[src/rtl/alu_share_arbiter_if.sv]
// Request, shared-ALU and response bundle for alu_share_arbiter.
// The arbiter attaches through the slave modport; requesters, ALU and consumer through master.
interface alu_share_arbiter_if #(
  parameter int REGISTER_FILE_LEN = 32,
  parameter int EXEC_COMMAND_LEN  = 4,
  parameter int STATUS_REG_LEN    = 4
);
  logic                         req0_valid;
  logic                         req0_ready;
  logic [REGISTER_FILE_LEN-1:0] req0_val_1;
  logic [REGISTER_FILE_LEN-1:0] req0_val_2;
  logic [EXEC_COMMAND_LEN-1:0]  req0_exec_cmd;
  logic                         req0_s;

  logic                         req1_valid;
  logic                         req1_ready;
  logic [REGISTER_FILE_LEN-1:0] req1_val_1;
  logic [REGISTER_FILE_LEN-1:0] req1_val_2;
  logic [EXEC_COMMAND_LEN-1:0]  req1_exec_cmd;
  logic                         req1_s;

  logic [REGISTER_FILE_LEN-1:0] alu_val_1;
  logic [REGISTER_FILE_LEN-1:0] alu_val_2;
  logic [EXEC_COMMAND_LEN-1:0]  alu_exec_cmd;
  logic                         alu_carry_in;
  logic [REGISTER_FILE_LEN-1:0] alu_res;
  logic [STATUS_REG_LEN-1:0]    alu_status;

  logic                         rsp_valid;
  logic                         rsp_ready;
  logic                         rsp_id;
  logic [REGISTER_FILE_LEN-1:0] rsp_res;
  logic [STATUS_REG_LEN-1:0]    rsp_status;

  logic [STATUS_REG_LEN-1:0]    status_reg;

  modport master (
    output req0_valid, req0_val_1, req0_val_2, req0_exec_cmd, req0_s,
    input  req0_ready,
    output req1_valid, req1_val_1, req1_val_2, req1_exec_cmd, req1_s,
    input  req1_ready,
    input  alu_val_1, alu_val_2, alu_exec_cmd, alu_carry_in,
    output alu_res, alu_status,
    input  rsp_valid, rsp_id, rsp_res, rsp_status,
    output rsp_ready,
    input  status_reg
  );

  modport slave (
    input  req0_valid, req0_val_1, req0_val_2, req0_exec_cmd, req0_s,
    output req0_ready,
    input  req1_valid, req1_val_1, req1_val_2, req1_exec_cmd, req1_s,
    output req1_ready,
    output alu_val_1, alu_val_2, alu_exec_cmd, alu_carry_in,
    input  alu_res, alu_status,
    output rsp_valid, rsp_id, rsp_res, rsp_status,
    input  rsp_ready,
    output status_reg
  );
endinterface

[src/rtl/alu_share_arbiter.sv]
// Two-requester arbiter in front of one shared ALU; each operation walks IDLE -> EXEC -> RESP.
// Build option ALU_ARB_FIXED_PRIO_EN: requester 0 always wins ties instead of round-robin.
module alu_share_arbiter #(
  parameter int REGISTER_FILE_LEN = 32,
  parameter int EXEC_COMMAND_LEN  = 4,
  parameter int STATUS_REG_LEN    = 4
) (
  input logic               clk,
  input logic               rst,
  alu_share_arbiter_if.slave bus
);
  localparam logic [1:0] IDLE = 2'd0;
  localparam logic [1:0] EXEC = 2'd1;
  localparam logic [1:0] RESP = 2'd2;

  logic [1:0]                   state_reg, state_next;
  logic [1:0]                   valid_vec, grant_vec;
  logic                         accept;
  logic                         id_reg, s_reg;
  logic [REGISTER_FILE_LEN-1:0] val_1_reg, val_2_reg, rsp_res_reg;
  logic [EXEC_COMMAND_LEN-1:0]  cmd_reg;
  logic                         carry_reg;
  logic                         rsp_id_reg;
  logic [STATUS_REG_LEN-1:0]    rsp_status_reg, flags_reg;

  assign valid_vec = {bus.req1_valid, bus.req0_valid};

`ifdef ALU_ARB_FIXED_PRIO_EN
  always_comb begin
    grant_vec = 2'b00;
    if (state_reg == IDLE && !rst) begin
      grant_vec = (valid_vec == 2'b11) ? 2'b01 : valid_vec;
    end
  end
`else
  // Index of the requester granted most recently; 1 after reset so requester 0 wins first.
  logic last_reg;

  always_comb begin
    grant_vec = 2'b00;
    if (state_reg == IDLE && !rst) begin
      if (valid_vec == 2'b11) grant_vec = last_reg ? 2'b01 : 2'b10;
      else                    grant_vec = valid_vec;
    end
  end

  always_ff @(posedge clk) begin
    if (rst)         last_reg <= 1'b1;
    else if (accept) last_reg <= grant_vec[1];
  end
`endif

  assign accept         = |grant_vec;
  assign bus.req0_ready = grant_vec[0];
  assign bus.req1_ready = grant_vec[1];

  always_comb begin
    state_next = state_reg;
    case (state_reg)
      IDLE:    if (accept) state_next = EXEC;
      EXEC:    state_next = RESP;
      RESP:    if (bus.rsp_ready) state_next = IDLE;
      default: state_next = IDLE;
    endcase
  end

  always_ff @(posedge clk) begin
    if (rst) begin
      state_reg      <= IDLE;
      id_reg         <= 1'b0;
      s_reg          <= 1'b0;
      val_1_reg      <= '0;
      val_2_reg      <= '0;
      cmd_reg        <= '0;
      carry_reg      <= 1'b0;
      rsp_id_reg     <= 1'b0;
      rsp_res_reg    <= '0;
      rsp_status_reg <= '0;
      flags_reg      <= '0;
    end else begin
      state_reg <= state_next;
      // Only the granted requester's payload is sampled.
      if (accept) begin
        id_reg    <= grant_vec[1];
        s_reg     <= grant_vec[1] ? bus.req1_s        : bus.req0_s;
        val_1_reg <= grant_vec[1] ? bus.req1_val_1    : bus.req0_val_1;
        val_2_reg <= grant_vec[1] ? bus.req1_val_2    : bus.req0_val_2;
        cmd_reg   <= grant_vec[1] ? bus.req1_exec_cmd : bus.req0_exec_cmd;
        carry_reg <= flags_reg[2];
      end
      if (state_reg == EXEC) begin
        rsp_res_reg    <= bus.alu_res;
        rsp_status_reg <= bus.alu_status;
        rsp_id_reg     <= id_reg;
        if (s_reg) flags_reg <= bus.alu_status;
      end
    end
  end

  assign bus.alu_val_1    = val_1_reg;
  assign bus.alu_val_2    = val_2_reg;
  assign bus.alu_exec_cmd = cmd_reg;
  assign bus.alu_carry_in = carry_reg;
  assign bus.rsp_valid    = (state_reg == RESP);
  assign bus.rsp_id       = rsp_id_reg;
  assign bus.rsp_res      = rsp_res_reg;
  assign bus.rsp_status   = rsp_status_reg;
  assign bus.status_reg   = flags_reg;
endmodule

[src/flat_wrapper.sv]
// flat-port wrapper written by rule: the top's interface ports become plain ports
module alu_share_arbiter_flat 
#(
  parameter int REGISTER_FILE_LEN = 32,
  parameter int EXEC_COMMAND_LEN  = 4,
  parameter int STATUS_REG_LEN    = 4
)
  (clk, rst, bus_req0_valid, bus_req0_val_1, bus_req0_val_2, bus_req0_exec_cmd, bus_req0_s, bus_req0_ready, bus_req1_valid, bus_req1_val_1, bus_req1_val_2, bus_req1_exec_cmd, bus_req1_s, bus_req1_ready, bus_alu_val_1, bus_alu_val_2, bus_alu_exec_cmd, bus_alu_carry_in, bus_alu_res, bus_alu_status, bus_rsp_valid, bus_rsp_id, bus_rsp_res, bus_rsp_status, bus_rsp_ready, bus_status_reg);
  alu_share_arbiter_if #(.REGISTER_FILE_LEN(REGISTER_FILE_LEN), .EXEC_COMMAND_LEN(EXEC_COMMAND_LEN), .STATUS_REG_LEN(STATUS_REG_LEN)) bus_i ();
  input logic clk;
  input logic rst;
  input wire logic [$bits(bus_i.req0_valid)-1:0] bus_req0_valid;
  input wire logic [$bits(bus_i.req0_val_1)-1:0] bus_req0_val_1;
  input wire logic [$bits(bus_i.req0_val_2)-1:0] bus_req0_val_2;
  input wire logic [$bits(bus_i.req0_exec_cmd)-1:0] bus_req0_exec_cmd;
  input wire logic [$bits(bus_i.req0_s)-1:0] bus_req0_s;
  output wire logic [$bits(bus_i.req0_ready)-1:0] bus_req0_ready;
  input wire logic [$bits(bus_i.req1_valid)-1:0] bus_req1_valid;
  input wire logic [$bits(bus_i.req1_val_1)-1:0] bus_req1_val_1;
  input wire logic [$bits(bus_i.req1_val_2)-1:0] bus_req1_val_2;
  input wire logic [$bits(bus_i.req1_exec_cmd)-1:0] bus_req1_exec_cmd;
  input wire logic [$bits(bus_i.req1_s)-1:0] bus_req1_s;
  output wire logic [$bits(bus_i.req1_ready)-1:0] bus_req1_ready;
  output wire logic [$bits(bus_i.alu_val_1)-1:0] bus_alu_val_1;
  output wire logic [$bits(bus_i.alu_val_2)-1:0] bus_alu_val_2;
  output wire logic [$bits(bus_i.alu_exec_cmd)-1:0] bus_alu_exec_cmd;
  output wire logic [$bits(bus_i.alu_carry_in)-1:0] bus_alu_carry_in;
  input wire logic [$bits(bus_i.alu_res)-1:0] bus_alu_res;
  input wire logic [$bits(bus_i.alu_status)-1:0] bus_alu_status;
  output wire logic [$bits(bus_i.rsp_valid)-1:0] bus_rsp_valid;
  output wire logic [$bits(bus_i.rsp_id)-1:0] bus_rsp_id;
  output wire logic [$bits(bus_i.rsp_res)-1:0] bus_rsp_res;
  output wire logic [$bits(bus_i.rsp_status)-1:0] bus_rsp_status;
  input wire logic [$bits(bus_i.rsp_ready)-1:0] bus_rsp_ready;
  output wire logic [$bits(bus_i.status_reg)-1:0] bus_status_reg;
  assign bus_i.req0_valid = bus_req0_valid;
  assign bus_i.req0_val_1 = bus_req0_val_1;
  assign bus_i.req0_val_2 = bus_req0_val_2;
  assign bus_i.req0_exec_cmd = bus_req0_exec_cmd;
  assign bus_i.req0_s = bus_req0_s;
  assign bus_req0_ready = bus_i.req0_ready;
  assign bus_i.req1_valid = bus_req1_valid;
  assign bus_i.req1_val_1 = bus_req1_val_1;
  assign bus_i.req1_val_2 = bus_req1_val_2;
  assign bus_i.req1_exec_cmd = bus_req1_exec_cmd;
  assign bus_i.req1_s = bus_req1_s;
  assign bus_req1_ready = bus_i.req1_ready;
  assign bus_alu_val_1 = bus_i.alu_val_1;
  assign bus_alu_val_2 = bus_i.alu_val_2;
  assign bus_alu_exec_cmd = bus_i.alu_exec_cmd;
  assign bus_alu_carry_in = bus_i.alu_carry_in;
  assign bus_i.alu_res = bus_alu_res;
  assign bus_i.alu_status = bus_alu_status;
  assign bus_rsp_valid = bus_i.rsp_valid;
  assign bus_rsp_id = bus_i.rsp_id;
  assign bus_rsp_res = bus_i.rsp_res;
  assign bus_rsp_status = bus_i.rsp_status;
  assign bus_i.rsp_ready = bus_rsp_ready;
  assign bus_status_reg = bus_i.status_reg;
  alu_share_arbiter #(.REGISTER_FILE_LEN(REGISTER_FILE_LEN), .EXEC_COMMAND_LEN(EXEC_COMMAND_LEN), .STATUS_REG_LEN(STATUS_REG_LEN)) u_core (.clk(clk), .rst(rst), .bus(bus_i));
endmodule
[config.mk]
export PLATFORM = sky130hd
export DESIGN_NAME = alu_share_arbiter_flat
export DESIGN_NICKNAME = d
export VERILOG_FILES = /design/src/rtl/alu_share_arbiter_if.sv /design/src/rtl/alu_share_arbiter.sv /design/src/flat_wrapper.sv
export SDC_FILE = /design/constraint.sdc
export NUM_CORES = 1
export LEC_CHECK = 0
export CAP_MARGIN = 20
export CORE_MARGIN = 2
export CORE_UTILIZATION = 41
export DETAILED_ROUTE_END_ITERATION = 12
export PLACE_DENSITY = 0.86
export SLEW_MARGIN = 25
export SYNTH_ARGS = -nofsm -noshare
export SYNTH_HDL_FRONTEND = slang
export SYNTH_SLANG_ARGS = --single-unit
[constraint.sdc]
create_clock -name clk -period 2.9 [get_ports clk]
set_clock_uncertainty 0.2 [all_clocks]
set_input_delay 0.29 -clock clk [delete_from_list [all_inputs] [get_ports clk]]
set_output_delay 0.29 -clock clk [all_outputs]
set_load 0.01 [all_outputs]
==> flow_summary_export.csv <==
group,metric,value,unit
cells_and_area,finish.instance_area,8500,µm²
synthesis,syn_inst,612,
drt,first_iter_violations,453,
power_and_ir_drop,powerDensity,600,nW/µm²
synthesis,synthXorXnorAreaFrac,0,
global_routing,busiest_layer,"met2",
worst_setup_path,criticalPathCategory,"reg2out",
global_routing,overflow,0,
timing,rsz0062_at_grt,"false",
placed_design,place_worst_setup_slack,0.392,ns
floorplan,ios,292,
global_routing,antenna_found_initial,0,
clock_tree,clock_latency,0.40,ns
floorplan,die_h,115,µm
worst_setup_path,crit_path_max_incr_delay,0.66,ns
synthesis,syn_avg_cell_area,8.23,µm²
synthesis,synth_top_family_by_area,"compound AO/OA/AOI/OAI gates",
floorplan,row_count,40,
cells_and_area,diodes,0,
floorplan,dieArea,13200,µm²
synthesis,synth.mux.area_fraction,0,
timing,maxSlewViolCount,0,
synthesis,netlist_area,5040,µm²
drt,postRouteAntennaNets,0,
clock_tree,clockBufferDepth,2,
floorplan,core-area,12000,µm²
cells_and_area,nNetsFinal,1040,
global_routing,grt_pass1_wl,27800,µm
synthesis,yosysUniqueCellTypes,25,
clock_tree,htree_num_levels,4,
worst_setup_path,critPathSlowestCell,"clkdlybuf4s50_1",
clock_tree,cts_tree,"built",
global_routing,gr-usage-met1,0.313,
drt,firstDrtPassIters,5,
synthesis,ys_ff_latch,115,
worst_setup_path,cp.arrival,2.11,ns
worst_setup_path,setup.worst_path.start_class,"flip-flop",
clock_tree,cts_hold_buf,0,
timing,max_freq,384,MHz
power_and_ir_drop,ir_drop,0.000478,V
drt,drc,0,
worst_setup_path,cp.required,2.41,ns
worst_setup_path,path_cells,"or3_4, a211oi_2, clkdlybuf4s50_1",
timing,worstMarginPinSlew,1.04,ns
global_routing,met3_usage,0.0959,
drt,wl_per_cell,17.7,µm
hold_path,hold_path_class,"in2reg",
cells_and_area,n_fill_cell,921,
clock_tree,root_buffer,"clkbuf_16",
global_routing,grt_max_degree,81,
synthesis,yosys.area.top_type,"dfxtp_1",
timing,min_period,2.60,ns
clock_tree,clock-sinks,115,
worst_setup_path,cp-end-kind,"output pin",
cells_and_area,area_delta_synth_final,68.8,%
cells_and_area,drive_gt1_frac,0.0595,
placed_design,postPlaceCellArea,7880,µm²
drt,vias,5702,
synthesis,ys_seq_area_frac,0.457,
synthesis,synth_fa_ha_area_frac,0,
timing,period_share,0.898,
timing,postLayoutSetupSlackWorst,0.296,ns
global_routing,grt_pass1_vias,5339,
floorplan,initial_utilization,0.419,
global_routing,grt_usage,0.265,
placed_design,io_buffers,291,
synthesis,synth_compound_area_frac,0.311,
timing,setup_viol,0,
placed_design,place.gp.congestion,0.802,
timing,final.setup.tns,0,ns
drt,drt-vias-per-instance,5.58,
timing,relSlewSlack,0.305,
global_routing,use_met2,0.449,
worst_setup_path,worstPathMaxFanout,6,
synthesis,ys_warn_count,0,
synthesis,synth_nets,791,
flow_run,drv_cap,0,
synthesis,yosysTopAreaCellShare,0.457,
placed_design,place_hpwl,11800,µm
timing,finalHoldViolations,0,
clock_tree,cts_buffers,17,
clock_tree,cts-resized-gates,0,
clock_tree,path_clk_slew,0.05,ns
synthesis,synth-simple-area-share,0.150,
power_and_ir_drop,p_leak,2.86,nW
cells_and_area,fin_util,0.708,
floorplan,die_w,115,µm
run_status,status,"complete, no violations",
clock_tree,post-cts-setup-buffer-count,0,
synthesis,yosys-top-cells-area,"dfxtp_1, a311oi_1, a21oi_1",
drt,wl,18100,µm
where the power goes:
group          leakage (nW)  switching [mW]  internal, mW  total, mW
Clock                 0.297           0.755          1.46       2.22
Sequential            0.945          0.0760          1.72       1.79
Combinational          1.62           0.506         0.582       1.09
Total                  2.86            1.34          3.76       5.10
synth_stat cells (all sizes together):
cell type / n
or2: 1
a21oi: 113
inv: 3
nand2b: 2
o21ai: 71
a311oi: 69
dfxtp: 115
a21bo: 1
nor2b: 2
nand3b: 1
nand3: 74
o32ai: 1
clkbuf: 25
nor2: 3
a21boi: 1
nand2: 78
or3: 1
a211oi: 1
buf: 49
nor3: 1
stage by stage:
stage / total power [mW] / cells / hold slack [ns]
final: 5.10 / 1021 / 0.108
after global routing: 5.31 / 1021 / 0.115
after global placement: 2.89 / 989 / 0.239
after CTS: 5.13 / 1021 / 0.0926
after detailed placement: 2.91 / 989 / 0.246
after floorplan: 2.32 / 612 / 0.226
routing by layer:
metal | routed length, µm | part of all wire
met1 | 7160 | 0.40
met4 | 338 | 0.019
met5 | 0 | 0
met3 | 1700 | 0.094
met2 | 8910 | 0.49
path summary, 6_finish.rpt:
kind / startpoint / endpoint / slack [ns] / cells past startpoint
worst max-delay path: u_core.state_reg[1] / bus_req0_ready / 0.30 / 3
worst min-delay path: rst / u_core.last_reg / 0.11 / 4
worst max register to register: u_core.state_reg[1] / u_core.bus.alu_val_1[3] / 0.38 / 4
worst min register to register: u_core.bus.rsp_res[15] / u_core.bus.rsp_res[15] / 0.25 / 2
cells by family (layout without fill, tap and decap cells):
logic type | count (synthesis) | in the layout
and+or+nand+nor | 163 | 163
DFF | 115 | 115
AOI/OAI and AO/OA | 257 | 257
buffers and inverters | 77 | 339
worst max-delay path, delay by kind of cell (launching register included):
| kind | cells | cell delay [ns] |
|---|---|---|
| buffers and inverters | 1 | 0.66 |
| flip-flops | 1 | 0.37 |
| AO/OA/AOI/OAI | 1 | 0.27 |
| AND/OR/NAND/NOR | 1 | 0.42 |
placed cells by master (no fill, tap or decap):
cell type / instances
dfxtp_1: 115
nand3_1: 74
a21boi_4: 1
a21oi_1: 113
clkbuf_8: 1
o21ai_0: 69
inv_1: 3
or2_2: 1
inv_6: 2
nor2b_1: 1
o21ai_1: 2
a21bo_2: 1
clkdlybuf4s50_1: 290
clkinv_2: 2
buf_12: 3
or3_4: 1
nand3b_1: 1
a311oi_1: 69
o32ai_1: 1
nand2b_1: 2
clkinvlp_4: 3
nor2_1: 2
buf_4: 11
nand2_1: 78
nor2b_2: 1
a211oi_2: 1
bufinv_16: 4
nor2_8: 1
clkinv_4: 1
nor3_4: 1
clkbuf_1: 2
clkbuf_16: 17
cell type report:
type	count	area [µm²]	area share
inverter	3	11.3	0.00132
timing repair buffer	304	3050	0.358
clock inverter	12	179	0.0210
tap	147	184	0.0216
clock buffer	20	447	0.0525
sequential	115	2300	0.271
multi-input combinational	420	2330	0.275
Note: power is estimated with default switching activity, not from simulation.
